`src/rtl/uart_rx_pkg.sv`:
```
`default_nettype none
// ============================================================================
// Module   : uart_rx_pkg
// Brief    : Shared constants and helpers for the UART receive path.
// Revision : 1.0 - initial release
// ============================================================================
package uart_rx_pkg;

    localparam int PRESCALE_MIN = 8;
    localparam int BIT_CNT_W    = 4;
    localparam int BIT_CNT_MAX  = 15;

    localparam int RATIO_X8     = 8;
    localparam int RATIO_X16    = 16;
    localparam int RATIO_X32    = 32;

    function automatic logic maj3(input logic a, input logic b, input logic c);
        return (a & b) | (a & c) | (b & c);
    endfunction

endpackage
`default_nettype wire

```
`src/rtl/uart_rx_sync2.sv`:
```
`default_nettype none
// ============================================================================
// Module   : uart_rx_sync2
// Brief    : Two-flop synchroniser, resets to the idle-high line level.
// Revision : 1.0 - initial release
// ============================================================================
module uart_rx_sync2 (
    input  logic clk,
    input  logic rst,
    input  logic i_d,
    output logic o_q
);

    logic r_meta;
    logic r_sync;

    always_ff @(posedge clk) begin
        if (rst) begin
            r_meta <= 1'b1;
            r_sync <= 1'b1;
        end else begin
            r_meta <= i_d;
            r_sync <= r_meta;
        end
    end

    assign o_q = r_sync;

endmodule
`default_nettype wire

```
`src/rtl/uart_rx_sampler.sv`:
```
`default_nettype none
// ============================================================================
// Module   : uart_rx_sampler
// Brief    : UART RX oversampling front end: sync, edge/bit counting and
//            3-sample majority vote. Optional macro UART_RX_GLITCH_FLAG_EN
//            adds the sample_noisy output.
// Revision : 1.0 - initial release
// ============================================================================
module uart_rx_sampler
    import uart_rx_pkg::*;
#(
    parameter int PRESCALE_W = 6
) (
    input  logic                  CLK,
    input  logic                  RST,
    input  logic                  RX_IN,
    input  logic [PRESCALE_W-1:0] prescale,
    input  logic                  cnt_en,
    output logic                  sampled_bit,
    output logic                  sample_valid,
    output logic [PRESCALE_W-1:0] edge_cnt,
    output logic [BIT_CNT_W-1:0]  bit_cnt
`ifdef UART_RX_GLITCH_FLAG_EN
    ,
    output logic                  sample_noisy
`endif
);

    localparam logic [PRESCALE_W-1:0] c_EDGE_ONE  = PRESCALE_W'(1);
    localparam logic [PRESCALE_W-1:0] c_RATIO_MIN = PRESCALE_W'(PRESCALE_MIN);
    localparam logic [PRESCALE_W-1:0] c_RATIO_RST = PRESCALE_W'(RATIO_X8);
    localparam logic [BIT_CNT_W-1:0]  c_BIT_ONE   = BIT_CNT_W'(1);
    localparam logic [BIT_CNT_W-1:0]  c_BIT_MAX   = BIT_CNT_W'(BIT_CNT_MAX);

    logic                  w_rx_s;
    logic                  w_rise;
    logic [PRESCALE_W-1:0] w_clamped;
    logic [PRESCALE_W-1:0] w_ratio;
    logic [PRESCALE_W-1:0] w_mid;
    logic [PRESCALE_W-1:0] w_last;
    logic                  w_vote;

    logic                  r_cnt_en_d;
    logic [PRESCALE_W-1:0] r_ratio;
    logic                  r_s0;
    logic                  r_s1;
    logic [PRESCALE_W-1:0] r_edge_cnt;
    logic [BIT_CNT_W-1:0]  r_bit_cnt;
    logic                  r_sampled_bit;
    logic                  r_sample_valid;

    uart_rx_sync2 u_sync (
        .clk (CLK),
        .rst (RST),
        .i_d (RX_IN),
        .o_q (w_rx_s)
    );

    // On the enable rise the fresh prescale is used directly, so the very
    // first bit period already counts with the newly latched ratio.
    assign w_rise    = cnt_en & ~r_cnt_en_d;
    assign w_clamped = (prescale < c_RATIO_MIN) ? c_RATIO_MIN : prescale;
    assign w_ratio   = w_rise ? w_clamped : r_ratio;
    assign w_mid     = w_ratio >> 1;
    assign w_last    = w_ratio - c_EDGE_ONE;
    assign w_vote    = maj3(r_s0, r_s1, w_rx_s);

    always_ff @(posedge CLK) begin
        if (RST) begin
            r_cnt_en_d     <= 1'b0;
            r_ratio        <= c_RATIO_RST;
            r_s0           <= 1'b1;
            r_s1           <= 1'b1;
            r_edge_cnt     <= '0;
            r_bit_cnt      <= '0;
            r_sampled_bit  <= 1'b1;
            r_sample_valid <= 1'b0;
        end else begin
            r_cnt_en_d <= cnt_en;
            if (w_rise) begin
                r_ratio <= w_clamped;
            end

            if (!cnt_en) begin
                r_edge_cnt     <= '0;
                r_bit_cnt      <= '0;
                r_sample_valid <= 1'b0;
            end else begin
                if (r_edge_cnt == w_last) begin
                    r_edge_cnt <= '0;
                    if (r_bit_cnt != c_BIT_MAX) begin
                        r_bit_cnt <= r_bit_cnt + c_BIT_ONE;
                    end
                end else begin
                    r_edge_cnt <= r_edge_cnt + c_EDGE_ONE;
                end

                if (r_edge_cnt == w_mid - c_EDGE_ONE) begin
                    r_s0 <= w_rx_s;
                end
                if (r_edge_cnt == w_mid) begin
                    r_s1 <= w_rx_s;
                end

                r_sample_valid <= (r_edge_cnt == w_mid + c_EDGE_ONE);
                if (r_edge_cnt == w_mid + c_EDGE_ONE) begin
                    r_sampled_bit <= w_vote;
                end
            end
        end
    end

`ifdef UART_RX_GLITCH_FLAG_EN
    logic r_sample_noisy;

    always_ff @(posedge CLK) begin
        if (RST) begin
            r_sample_noisy <= 1'b0;
        end else if (cnt_en && (r_edge_cnt == w_mid + c_EDGE_ONE)) begin
            r_sample_noisy <= !((r_s0 == r_s1) && (r_s1 == w_rx_s));
        end
    end

    assign sample_noisy = r_sample_noisy;
`endif

    assign sampled_bit  = r_sampled_bit;
    assign sample_valid = r_sample_valid;
    assign edge_cnt     = r_edge_cnt;
    assign bit_cnt      = r_bit_cnt;

endmodule
`default_nettype wire
```
`config.mk`:
```
export PLATFORM = sky130hd
export DESIGN_NAME = uart_rx_sampler
export DESIGN_NICKNAME = d
export VERILOG_FILES = /design/src/rtl/uart_rx_pkg.sv /design/src/rtl/uart_rx_sync2.sv /design/src/rtl/uart_rx_sampler.sv
export SDC_FILE = /design/constraint.sdc
export NUM_CORES = 1
export LEC_CHECK = 0
export ABC_AREA = 1
export CELL_PAD_IN_SITES_DETAIL_PLACEMENT = 0
export CELL_PAD_IN_SITES_GLOBAL_PLACEMENT = 1
export CORE_MARGIN = 5
export CORE_UTILIZATION = 43
export CTS_BUF_LIST = sky130_fd_sc_hd__clkbuf_2
export DETAILED_ROUTE_END_ITERATION = 8
export PLACE_DENSITY = 0.9
export SLEW_MARGIN = 20
export SYNTH_ARGS = -nofsm -noshare
export SYNTH_HDL_FRONTEND = slang
export SYNTH_SLANG_ARGS = --single-unit
```
`constraint.sdc`:
```
create_clock -name CLK -period 3.15 [get_ports CLK]
set_input_delay 0.63 -clock CLK [delete_from_list [all_inputs] [get_ports CLK]]
set_output_delay 0.63 -clock CLK [all_outputs]
set_load 0.02 [all_outputs]
```
# Yosys cells after proc, flatten, opt, wreduce, memory -nomap -nowiden

Cells that the tools add are included.

Equal/unequal tests: 5
Multipliers: 0
Reductions and logical operators: 6
Shift operators: 0
Bitwise operators: 8
Divide/modulo/power cells: 0
$lt $le $gt $ge: 1
$add $sub $neg: 5
Mux-type cells: 2

Operator list:

| kind                | count |
|---|---|
| $eq 6x6->1          | 3 |
| $mux 6              | 2 |
| $reduce_and 2->1    | 4 |
| $add 5x1->6 const B | 1 |
| $add 6x1->6 const B | 1 |
| $eq 6x5->1          | 1 |
| $lt 6x4->1 const B  | 1 |
| $sub 5x1->6 const B | 1 |
| $sub 6x1->6 const B | 1 |
| $add 4x1->4 const B | 1 |
| $and 1x1->1         | 4 |
| $ne 4x4->1 const B  | 1 |
| $reduce_or 3->1     | 1 |
| $not 1->1           | 2 |
| $or 1x1->1          | 2 |
| $reduce_or 2->1     | 1 |

Memory bits (writable): 0
Output and inout bits: 12
Bits in latches: 0
Bits in read-only memories: 0
Memories: 0
Register bits after elaboration: 23
Input bits: 10
Word-level logic and storage cells: 37

# Logic depth before layout (Yosys ltp)

Depth in word-level cells: 6
Mapped depth: 16
Gate-level depth less buffers: 15

# By module

Synthesis repeated with hierarchy kept, for this count alone.

Cell total of the unflattened synthesis: 222
Area, all modules: 1552.7 µm²

Modules (own cells, without submodules):

| module          | times used | sequential area each (µm²) | cells an instance | area each (µm²) |
|---|---|---|---|---|
| uart_rx_sampler | 1          | 420.4                      | 215               | 1493.9 |
| uart_rx_sync2   | 1          | 40.0                       | 7                 | 58.8 |

# Worst setup path after synthesis

No wires, ideal clock.

Path kind: input to register
From: input port prescale[4]
To: register r_sampled_bit, in the netlist sampled_bit
Setup time: 0.112 ns
Path slack: 0.853 ns
Data arrival time: 2.185 ns
Data required time: 3.038 ns
Stages on the path: 12
Buffers on the path: 0
Cells stage by stage: inv_1 > nand3_1 > nand2_1 > nand2_4 > ha_1 > or2_2 > nand2_1 > nand2_1 > nor2_1 > nand4_1 > nand2_1 > nand2_1

Word-level cells in the longest chain between the ends: 6

Ends and longest elaborated chain:

| what                       | line                   | RTL |
|---|---|---|
| from (decl)                | uart_rx_sampler.sv:17  | `input logic [PRESCALE_W-1:0] prescale,` |
| $lt 6x4->1                 | uart_rx_sampler.sv:62  | `assign w_clamped = (prescale < c_RATIO_MIN) ? c_RATIO_MIN : prescale;` |
| $mux 6                     | uart_rx_sampler.sv:62  |  |
| $mux 6                     | n/a                    |  |
| named net w_ratio[2]       | uart_rx_sampler.sv:38  | `logic [PRESCALE_W-1:0] w_ratio;` |
| $add 5x1->6                | uart_rx_sampler.sv:106 | `if (r_edge_cnt == w_mid + c_EDGE_ONE) begin` |
| $eq 6x6->1                 | uart_rx_sampler.sv:106 |  |
| $reduce_and 2->1 (no line) | n/a                    |  |
| to (signal assigned)       | uart_rx_sampler.sv:107 | `r_sampled_bit <= w_vote;` |
| to (decl)                  | uart_rx_sampler.sv:49  | `logic r_sampled_bit;` |

The timed path passes the listed nets, and every way through them passes these cells.
A chain may end at the register's enable or synchronous reset.

# Worst setup path in the final report

From: input port cnt_en
To: register r_sampled_bit, in the netlist sampled_bit

Word-level cells in the longest chain between the ends: 5

Ends and longest elaborated chain:

| what                           | line                   | RTL |
|---|---|---|
| from (decl)                    | uart_rx_sampler.sv:18  | `input logic cnt_en,` |
| $and 1x1->1                    | uart_rx_sampler.sv:61  | `assign w_rise = cnt_en & ~r_cnt_en_d;` |
| $mux 6                         | n/a                    |  |
| $add 5x1->6                    | uart_rx_sampler.sv:106 |  |
| $eq 6x6->1                     | uart_rx_sampler.sv:106 |  |
| $reduce_and 2->1 (no line) (*) | n/a                    |  |

Every way passes the cells marked *; elsewhere a longest branch is shown, timed or not.

==> flow_summary.json <==
{
  "cpPeakStageDelay_ns": 0.49,
  "worst_pin_slew_ns": 0.376,
  "yosys-top-cells-area": "dfxtp_1 30%, nand2_1 14%, nand3_1 8.4%",
  "coreArea_mm2": 0.00342,
  "synth_edf_count": 0,
  "synth.avg_cell_area_um2": 6.69,
  "vdd_drop_max_uv": 227,
  "wirelength_met1_um": 1830,
  "antenna_found_initial": 0,
  "vias_per_cell": 4.85,
  "dieWidth_um": 70.0,
  "required_ns": 3.43,
  "setup_viol_count_final": 0,
  "critPathKind": "input port to register",
  "instances_no_fill": 304,
  "nets": 272,
  "path_cells": "clkdlybuf4s50_1 > nand2_2 > nor2_1 > nand2_1 > nand2_4 > ha_1 > or2_2 > nand2_1 > nand2_1 > nor2_1 > nand4_1 > nand2_1 > nand2_1",
  "fin_ws_ns": 0.640,
  "hold_class": "register to register",
  "critPathLaunchType": "input port",
  "grt_start_max_net_pins": 14,
  "synth_top_area_frac": 0.298,
  "cts.root.buffer_cell": "clkbuf_2",
  "die_area_mm2": 0.00490,
  "clock_skew_ns": 0.0101,
  "cts_resized": 0,
  "yosysWarnings": 0,
  "wl_met3_um": 150,
  "layout-drive-gt1-share": 0.132,
  "boundaryPins": 22,
  "top_layer": "met4",
  "final_antenna_net_count": 0,
  "routed_wl_um": 3580,
  "hpwl_um": 2840,
  "ys.flop_type": "dfxtp_1",
  "register_area_um2": 460,
  "fin_area_mm2": 0.00185,
  "portBuffers": 21,
  "grt-ovfl-total": 0,
  "start_util": 0.453,
  "cts_setup_buffers": 0,
  "hold_viol": 0,
  "place_congestion": 0.842,
  "dp_slack_ns": 0.262,
  "leakagePower_nw": 0.849,
  "path_buf_inv": 1,
  "ys_seq_area_frac": 0.298,
  "synth_cell_types": 30,
  "num_vias": 1473,
  "grt.total_usage": 0.156,
  "worstHoldStart": "u_sync.r_meta$_SDFF_PP1_",
  "slowest_stage": "clkdlybuf4s50_1",
  "grt_pass1_wl_um": 6310,
  "final_max_slew_viol_count": 0,
  "grt_pass1_vias": 1410,
  "arrival_ns": 2.79,
  "timing.max_cap.violations": 0,
  "critPathMaxFanout": 10,
  "hold_depth": 1,
  "cts_tree": "done",
  "r2r_start": "r_cnt_en_d$_SDFF_PP0_",
  "fin_util": 0.541,
  "yosysTopAreaCell": "dfxtp_1",
  "firstDrtPassIters": 4,
  "met2_length_um": 1540,
  "timing.hold.ws_ns": 0.446,
  "path_delay_family": "simple AND/OR/NAND/NOR gates",
  "power.total_mw": 0.596,
  "syn_inst": 231,
  "max_freq_mhz": 398,
  "dpl_cell_area_mm2": 0.00183,
  "synth_nets": 244,
  "synth.cell_area_mm2": 0.00155,
  "period_needed_ns": 2.51,
  "cp_common_cell": "nand2_1",
  "ctsHoldBuffers": 0,
  "slew_headroom": 0.749,
  "fill_cells": 368,
  "power.density_mw_per_mm2": 322,
  "async_flop_share": 0,
  "multi_input_area_um2": 951,
  "reg2reg_depth": 13,
  "rsz0062_at_grt": "false",
  "post-route-period-util": 0.797,
  "drt_iter0_markers": 81,
  "htreeDepth": 1,
  "die_y_um": 70.0,
  "cts_buffers": 3,
  "num_rows": 21,
  "cts_buffer_depth": 2,
  "cts_sinks": 23,
  "wl_per_cell_um": 11.8,
  "startpoint": "cnt_en",
  "drc": 0,
  "cp-end-kind": "register",
  "areaGrowthSynthToFinish_pct": 19.6,
  "n_antenna_cell": 0,
  "status": "finished, final reports clean",
  "critical_path_depth": 13,
  "clk_pin_slew_worst_paths_ns": 0.22,
  "ys_ff_latch": 23,
  "clock_latency_ns": 0.35,
  "dp_cells": 300,
  "finalSetupTns_ns": 0
}
==> worst paths after layout <==
path | to | slack (ns)
worst max register to register | sampled_bit$_SDFFE_PP1P_ | 0.99
worst min register to register | u_sync.o_q$_SDFF_PP1_ | 0.45
worst max-delay path | sampled_bit$_SDFFE_PP1P_ | 0.64
worst min-delay path | u_sync.o_q$_SDFF_PP1_ | 0.45
==> layer usage <==
| layer | vias to the layer above | global-route usage |
|---|---|---|
| met3 | 4 | 0.0330 |
| met2 | 30 | 0.244 |
| met5 | - | 0 |
| met4 | 0 | 0.0532 |
| met1 | 655 | 0.211 |
| li1 | 784 | - |
==> kinds of logic (layout without fill, tap and decap cells) <==
group / count (synthesis) / after routing / synth area share
simple gates: 142 / 142 / 0.446
buf+inv: 34 / 61 / 0.0874
flops: 23 / 23 / 0.298
compound gates: 16 / 16 / 0.0655
xor+xnor: 12 / 12 / 0.0728
fa+ha+maj: 4 / 4 / 0.0307
==> registers in the layout (all words and copies together) (netlist names) <==
name           cells
u_sync.o_q         1
sampled_bit        1
edge_cnt           6
r_s1               1
r_ratio            6
r_cnt_en_d         1
r_s0               1
u_sync.r_meta      1
bit_cnt            4
sample_valid       1
==> final cells by class <==
type | count | area share
timing repair buffer | 25 | 0.130
multi-input combinational | 174 | 0.514
clock buffer | 3 | 0.00812
tap | 46 | 0.0311
sequential | 23 | 0.249
clock inverter | 1 | 0.00271
inverter | 32 | 0.0650
==> power breakdown <==
| group | total, mW | switching [mW] | internal [mW] |
|---|---|---|---|
| registers | 0.307 | 0.00664 | 0.301 |
| logic | 0.164 | 0.102 | 0.0612 |
| clock network | 0.124 | 0.0956 | 0.0288 |
==> layout by cell type (no fill, tap or decap), drive strengths merged, types with 2 or more instances in the layout <==
cell type      count
a21oi              9
buf                4
clkbuf             3
clkdlybuf4s50     21
dfxtp             23
ha                 3
inv               32
nand2             64
nand3             28
nand4              8
nor2              34
nor3               2
o21ai              6
or2                4
xnor2              4
xor2               8
==> cell usage after synthesis (all sizes together), types with 2 or more instances <==
library cell and number:
a21oi 9, dfxtp 23, ha 3, inv 32, nand2 64, nand3 28
nand4 8, nor2 34, nor3 2, o21ai 6, or2 4, xnor2 4
xor2 8
Power figures use the tool's default switching activity.
